`src/rtl/lif_pkg.sv`:
```
// Shared definitions for the lif lattice cells and their readers.
// Direction bit positions are common to the cell update and the population counters.
package lif_pkg;

  localparam int unsigned DIR_W = 4;

  localparam int unsigned DIR_EAST  = 0;
  localparam int unsigned DIR_NORTH = 1;
  localparam int unsigned DIR_WEST  = 2;
  localparam int unsigned DIR_SOUTH = 3;

  typedef enum logic {
    IDLE = 1'b0,
    SEND = 1'b1
  } state_e;

endpackage

```
`src/rtl/lif_dir_counter.sv`:
```
// Per-direction particle population accumulators, one per bit of a lif nibble.
module lif_dir_counter
  import lif_pkg::*;
#(
  parameter int unsigned CW = 5
) (
  input  logic             clk,
  input  logic             reset,
  input  logic             clear,
  input  logic             inc_en,
  input  logic [DIR_W-1:0] nibble,
  output logic [CW-1:0]    cnt_east,
  output logic [CW-1:0]    cnt_north,
  output logic [CW-1:0]    cnt_west,
  output logic [CW-1:0]    cnt_south
);

  logic [CW-1:0] cnt_q [DIR_W];
  logic [CW-1:0] cnt_d [DIR_W];

  // Clear wins; capture and transfer are mutually exclusive in the reader anyway.
  always_comb begin
    cnt_d = cnt_q;
    if (clear) begin
      cnt_d = '{default: '0};
    end else if (inc_en) begin
      cnt_d[DIR_EAST]  = cnt_q[DIR_EAST]  + CW'(nibble[DIR_EAST]);
      cnt_d[DIR_NORTH] = cnt_q[DIR_NORTH] + CW'(nibble[DIR_NORTH]);
      cnt_d[DIR_WEST]  = cnt_q[DIR_WEST]  + CW'(nibble[DIR_WEST]);
      cnt_d[DIR_SOUTH] = cnt_q[DIR_SOUTH] + CW'(nibble[DIR_SOUTH]);
    end
  end

  always_ff @(posedge clk or posedge reset) begin
    if (reset) begin
      cnt_q <= '{default: '0};
    end else begin
      cnt_q <= cnt_d;
    end
  end

  assign cnt_east  = cnt_q[DIR_EAST];
  assign cnt_north = cnt_q[DIR_NORTH];
  assign cnt_west  = cnt_q[DIR_WEST];
  assign cnt_south = cnt_q[DIR_SOUTH];

endmodule

```
`src/rtl/lif_grid_reader.sv`:
```
// Snapshots a row of lif cell states and streams them out one nibble per valid/ready
// handshake, cell 0 first, while accumulating per-direction populations.
module lif_grid_reader
  import lif_pkg::*;
#(
  parameter int unsigned NCELLS = 16
) (
  input  logic                            clk,
  input  logic                            reset,
  input  logic [DIR_W*NCELLS-1:0]         cells_in,
  input  logic                            snap,
  output logic                            out_valid,
  input  logic                            out_ready,
  output logic [DIR_W-1:0]                out_data,
  output logic                            out_last,
  output logic                            busy,
  output logic                            done,
  output logic                            overrun,
  output logic [$clog2(NCELLS+1)-1:0]     cnt_d0,
  output logic [$clog2(NCELLS+1)-1:0]     cnt_d1,
  output logic [$clog2(NCELLS+1)-1:0]     cnt_d2,
  output logic [$clog2(NCELLS+1)-1:0]     cnt_d3
);

  localparam int unsigned CW = $clog2(NCELLS + 1);
  localparam int unsigned IW = $clog2(NCELLS);
  localparam logic [IW-1:0] LAST_IDX = IW'(NCELLS - 1);

  state_e           state_q, state_d;
  logic [IW-1:0]    idx_q, idx_d, idx_inc;
  logic [DIR_W-1:0] shadow_q [NCELLS];
  logic [DIR_W-1:0] shadow_d [NCELLS];
  logic [DIR_W-1:0] cap_c    [NCELLS];
  logic             out_valid_q, out_valid_d;
  logic [DIR_W-1:0] out_data_q, out_data_d;
  logic             out_last_q, out_last_d;
  logic             busy_q, busy_d;
  logic             done_q, done_d;
  logic             overrun_q, overrun_d;
  logic             cnt_clear_c, xfer_c;

  for (genvar g = 0; g < NCELLS; g++) begin : g_cap
    assign cap_c[g] = cells_in[DIR_W*g +: DIR_W];
  end

  assign idx_inc = idx_q + IW'(1);

  // Next-nibble is preloaded from the shadow so out_data stays a flop output.
  always_comb begin
    state_d     = state_q;
    idx_d       = idx_q;
    shadow_d    = shadow_q;
    out_valid_d = out_valid_q;
    out_data_d  = out_data_q;
    out_last_d  = out_last_q;
    busy_d      = busy_q;
    done_d      = 1'b0;
    overrun_d   = overrun_q;
    cnt_clear_c = 1'b0;
    xfer_c      = 1'b0;
    case (state_q)
      IDLE: begin
        if (snap) begin
          shadow_d    = cap_c;
          idx_d       = '0;
          out_valid_d = 1'b1;
          out_data_d  = cap_c[0];
          out_last_d  = 1'b0;
          busy_d      = 1'b1;
          cnt_clear_c = 1'b1;
          state_d     = SEND;
        end
      end
      SEND: begin
        if (snap) overrun_d = 1'b1;
        xfer_c = out_valid_q && out_ready;
        if (xfer_c) begin
          if (idx_q == LAST_IDX) begin
            state_d     = IDLE;
            out_valid_d = 1'b0;
            out_last_d  = 1'b0;
            busy_d      = 1'b0;
            done_d      = 1'b1;
          end else begin
            idx_d      = idx_inc;
            out_data_d = shadow_q[idx_inc];
            out_last_d = (idx_inc == LAST_IDX);
          end
        end
      end
      default: state_d = IDLE;
    endcase
  end

  always_ff @(posedge clk or posedge reset) begin
    if (reset) begin
      state_q     <= IDLE;
      idx_q       <= '0;
      shadow_q    <= '{default: '0};
      out_valid_q <= 1'b0;
      out_data_q  <= '0;
      out_last_q  <= 1'b0;
      busy_q      <= 1'b0;
      done_q      <= 1'b0;
      overrun_q   <= 1'b0;
    end else begin
      state_q     <= state_d;
      idx_q       <= idx_d;
      shadow_q    <= shadow_d;
      out_valid_q <= out_valid_d;
      out_data_q  <= out_data_d;
      out_last_q  <= out_last_d;
      busy_q      <= busy_d;
      done_q      <= done_d;
      overrun_q   <= overrun_d;
    end
  end

  lif_dir_counter #(
    .CW(CW)
  ) u_dir_counter (
    .clk      (clk),
    .reset    (reset),
    .clear    (cnt_clear_c),
    .inc_en   (xfer_c),
    .nibble   (out_data_q),
    .cnt_east (cnt_d0),
    .cnt_north(cnt_d1),
    .cnt_west (cnt_d2),
    .cnt_south(cnt_d3)
  );

  assign out_valid = out_valid_q;
  assign out_data  = out_data_q;
  assign out_last  = out_last_q;
  assign busy      = busy_q;
  assign done      = done_q;
  assign overrun   = overrun_q;

endmodule
```
`config.mk`:
```
export PLATFORM = sky130hd
export DESIGN_NAME = lif_grid_reader
export DESIGN_NICKNAME = d
export VERILOG_FILES = /design/src/rtl/lif_pkg.sv /design/src/rtl/lif_dir_counter.sv /design/src/rtl/lif_grid_reader.sv
export SDC_FILE = /design/constraint.sdc
export NUM_CORES = 1
export LEC_CHECK = 0
export BUFFER_PORTS_ARGS = -buffer_cell sky130_fd_sc_hd__buf_2
export CELL_PAD_IN_SITES_DETAIL_PLACEMENT = 0
export CELL_PAD_IN_SITES_GLOBAL_PLACEMENT = 1
export CORE_ASPECT_RATIO = 1.75
export CORE_MARGIN = 3
export CORE_UTILIZATION = 41
export DETAILED_ROUTE_END_ITERATION = 16
export PLACE_DENSITY_LB_ADDON = 0.1
export SLEW_MARGIN = 25
export SYNTH_ARGS = -nofsm -noshare
export SYNTH_HDL_FRONTEND = slang
export SYNTH_HIERARCHICAL = 1
export SYNTH_SLANG_ARGS = --single-unit
```
`constraint.sdc`:
```
create_clock -name clk -period 3.1 [get_ports clk]
set_input_delay 0.62 -clock clk [delete_from_list [all_inputs] [get_ports clk]]
set_output_delay 0.62 -clock clk [all_outputs]
set_load 0.05 [all_outputs]
```
==> key figures <==
Synth
  • Top-count cell post-synth: sky130_fd_sc_hd__nand2_1
  • Number of synthesis warnings: 6
  • Cell type with the largest total area after synthesis: sky130_fd_sc_hd__dfrtp_1
  • Post-synth top cells: sky130_fd_sc_hd__nand2_1 (217), sky130_fd_sc_hd__dfrtp_1 (97), sky130_fd_sc_hd__nor2_1 (25)
  • Post-synthesis async set-or-reset flop share: 100.0%
  • Most used DFF post-synth: sky130_fd_sc_hd__dfrtp_1
  • Count of flip-flops with a built-in enable after synthesis: 0
  • Fraction of synthesized cell area taken by the top area cell type: 52.50%
  • Synthesis-stage register bit count: 97
  • Number of different library cells in the post-synthesis netlist: 34
  • Synthesized area per cell: 9.532 µm²
  • Sequential share of the synthesized area: 52.50%
  • Gate count of the mapped netlist: 485
  • Netlist area before placement: 4623 µm²
  • Net count after synthesis: 563
  • Area contributors post-synth: sky130_fd_sc_hd__dfrtp_1 (53%), sky130_fd_sc_hd__nand2_1 (18%), sky130_fd_sc_hd__mux2i_1 (4.3%)

GRT
  • Maximum number of pins on one net before global-route repair: 76
  • Antenna violations before repair: 0
  • Overflow left after global routing: 0
  • Via count of the first global-routing pass: 3640
  • Global router's overall resource usage: 18.06%
  • First-pass GRT wire length: 17.98 mm

Run
  • Number of max-capacitance violations reported: 0

STA
  • Final setup skew: 7.693 ps
  • Number of hold violations in the final report: 0
  • Worst setup margin: 732.7 ps
  • Max Slew Vio Count: 0
  • Final Critical Period: 2367 ps
  • RSZ-0062 raised after global routing: false
  • Sum of negative setup slack: 0 ps
  • Period utilisation layout: 76.36%
  • Remaining max-slew budget at the tightest pin: 45.40%
  • Tightest Pin Transition: 813.1 ps
  • Max Freq: 422.4 MHz
  • Total of endpoints with negative setup slack in the final report: 0

Clock network
  • Clock tree from TritonCTS: done
  • Number of CTS-inserted buffers: 9
  • Master cell of the clock root buffer: sky130_fd_sc_hd__clkbuf_16
  • Depth of the CTS H-tree: 3
  • Post-cts resize count: 0
  • Clock slew seen by the registers of the worst setup and hold paths: 70 ps
  • Total setup buffers inserted after CTS: 0
  • Worst-skew pair later-pin latency: 350 ps
  • Hold buffers post-CTS: 0
  • Total number of clock tree sinks: 97
  • Buffers from clock root to sink, at most: 2

Floorplanning
  • Die area: 12640 µm²
  • Site row count: 50
  • Y dimension of the die: 146.5 µm
  • Die outline width: 86.27 µm
  • Initial Util: 42.47%
  • Count of pins on the block boundary: 97
  • Core ar.: 10890 µm²

Pwr
  • Leakage power figure: 2.912 nW
  • Maximum ir drop on the vdd rail: 611.1 µV
  • Pwr per Cell Area: 951.1 nW/µm²
  • Internal Pwr Total: 0.003131 W
  • Comb pwr share: 42.6%
  • Net switching power: 0.002112 W
  • Clock group share of total power: 23.3%
  • Switching power as a share of total power: 40.29%
  • Part of the total power dissipated in sequential elements: 34.2%

Routing
  • Routed via count: 3504
  • Aggregate routed wire length: 10.70 mm
  • Routed wire per std cell: 15.09 µm
  • Violation count after the first detailed-route iteration: 182
  • DRC violation count after routing: 0
  • ANT nets after route: 0
  • First-pass iteration count of the detailed router: 5
  • Drt via density: 4.942

Critical path
  • Count of buffering cells on the critical path with inverters included: 3
  • Worst endpoint required time: 3330 ps
  • CP Class: reg -> reg
  • Startpoint types: flip-flop
  • Critical Path, Cell by Cell: buf_4 -> inv_1 -> ha_1 -> buf_4 -> mux2i_1 -> a221oi_1 -> a221oi_1 -> nor2_1
  • Slowest-stage cell, CP: sky130_fd_sc_hd__ha_1
  • Crit-path max FO: 14
  • Critical path endpoint category: flip-flop
  • Top Family by Delay on Critical Path: buffers and inverters
  • Arrival time reported for the critical path endpoint: 2600 ps
  • Delay of the slowest cell on the worst path: 560 ps

Finish
  • Register area: 2427 µm²
  • Area added between synthesis and finish: 19.24%
  • Number of nets in the final layout: 652
  • Fill cell total of the finished layout: 1074
  • Share of final-layout standard cells stronger than drive strength 1: 25.73%
  • Area of the multi-input gates: 2021 µm²
  • # diodes: 0

Placement
  • Worst setup slack after placement: 703.6 ps
  • Final HPWL DP: 7.757 mm
  • Weighted congestion reported at the end of routability-driven placement: 0.7900
  • Input/output buffers: 96

Outcome
  • Outcome: finished, final reports clean

Worst hold path
  • Path category of the worst min-delay check: in -> async
-- placed cells by master (no fill, tap or decap), types with 8 or more instances in the layout --
cell type | synthesis | routed
sky130_fd_sc_hd__a221oi_1 | 8 | 8
sky130_fd_sc_hd__buf_2 | 4 | 96
sky130_fd_sc_hd__buf_4 | 2 | 9
sky130_fd_sc_hd__clkbuf_16 | 0 | 9
sky130_fd_sc_hd__dfrtp_1 | 97 | 97
sky130_fd_sc_hd__ha_1 | 10 | 10
sky130_fd_sc_hd__mux2i_1 | 20 | 20
sky130_fd_sc_hd__nand2_1 | 217 | 217
sky130_fd_sc_hd__nor2_1 | 25 | 25
sky130_fd_sc_hd__nor2b_1 | 8 | 8
sky130_fd_sc_hd__o21ai_0 | 8 | 8
-- final timing paths --
kind                           from           end  slack [ps]  cells past startpoint
setup / recovery           idx_q[0]   out_data[1]         730                      8
hold / removal                reset  shadow_q[11]         340                      2
setup reg to reg           idx_q[0]   out_data[1]         730                      8
hold reg to reg             overrun       overrun         450                      1
max in group asynchronous     reset  shadow_q[41]        1970                      3
min in group clk            overrun       overrun         450                      1
-- routing by layer --
layer	track usage [%]	vias to the layer above	share of wire, %
met5	0	-	0
met3	3.727	12	4.2
met2	30.64	78	52
met4	6.162	0	1.7
li1	-	1759	-
met1	22.61	1655	42
-- state kept, by name, summed over array words and instances (netlist names) --
register and flops:
overrun 1, out_last 1, done 1, busy 1
u_dir_counter/cnt_south 5, u_dir_counter/cnt_east 5, idx_q 4, out_data 4
shadow_q 64, u_dir_counter/cnt_west 5, state_q 1, u_dir_counter/cnt_north 5
-- worst register-to-register path: cells and delay by family (launching register included) --
family	cells	cell delay (ps)
buffers and inverters	3	640
flip-flops	1	360
adder cells (fa/ha/maj)	1	560
AND/OR/NAND/NOR	1	60
multiplexers	1	220
AO/OA/AOI/OAI	2	400
-- cell type report --
type                    count  area share, %
clock buffers              11          4.585
repair buffers            105          9.941
flip-flops and latches     97          44.03
well taps                 130          2.951
clock inverters             5          1.407
inverters                   6         0.4312
multi-input cells         355          36.65
-- logic make-up (layout without fill, tap and decap cells) --
group                    Yosys count  after routing  share of synthesized area (%)
buffers and inverters             33            127                          3.843
AND/OR/NAND/NOR                  273            273                          24.17
flip-flops                        97             97                          52.50
multiplexers                      36             36                          10.50
XOR/XNOR                           3              3                          1.137
adder cells (fa/ha/maj)           10             10                          2.706
AO/OA/AOI/OAI                     33             33                          5.142
-- power groups by stage --
stage               registers, W  logic (W)  clock network [W]
detailed placement       0.00181    0.00225                  0
global placement         0.00181    0.00219                  0
global route             0.00183    0.00245            0.00131
CTS                      0.00179    0.00226            0.00125
floorplan                0.00228    0.00129                  0
finish                   0.00179    0.00223            0.00122
-- metrics by stage --
stage          area (µm²)  utilization (%)  cells  power, W  hold slack [ps]
6_report             5513            50.64    709  0.005243            335.9
5_1_grt              5513            50.64    709  0.005594            380.3
4_1_cts              5513            50.64    709  0.005306            357.9
3_5_place_dp         5182            47.61    693  0.004068            444.4
3_3_place_gp         5182            47.61    693  0.004006            436.2
2_1_floorplan        4623                -    485  0.003569            437.3
Note: power is estimated with default switching activity, not from simulation.
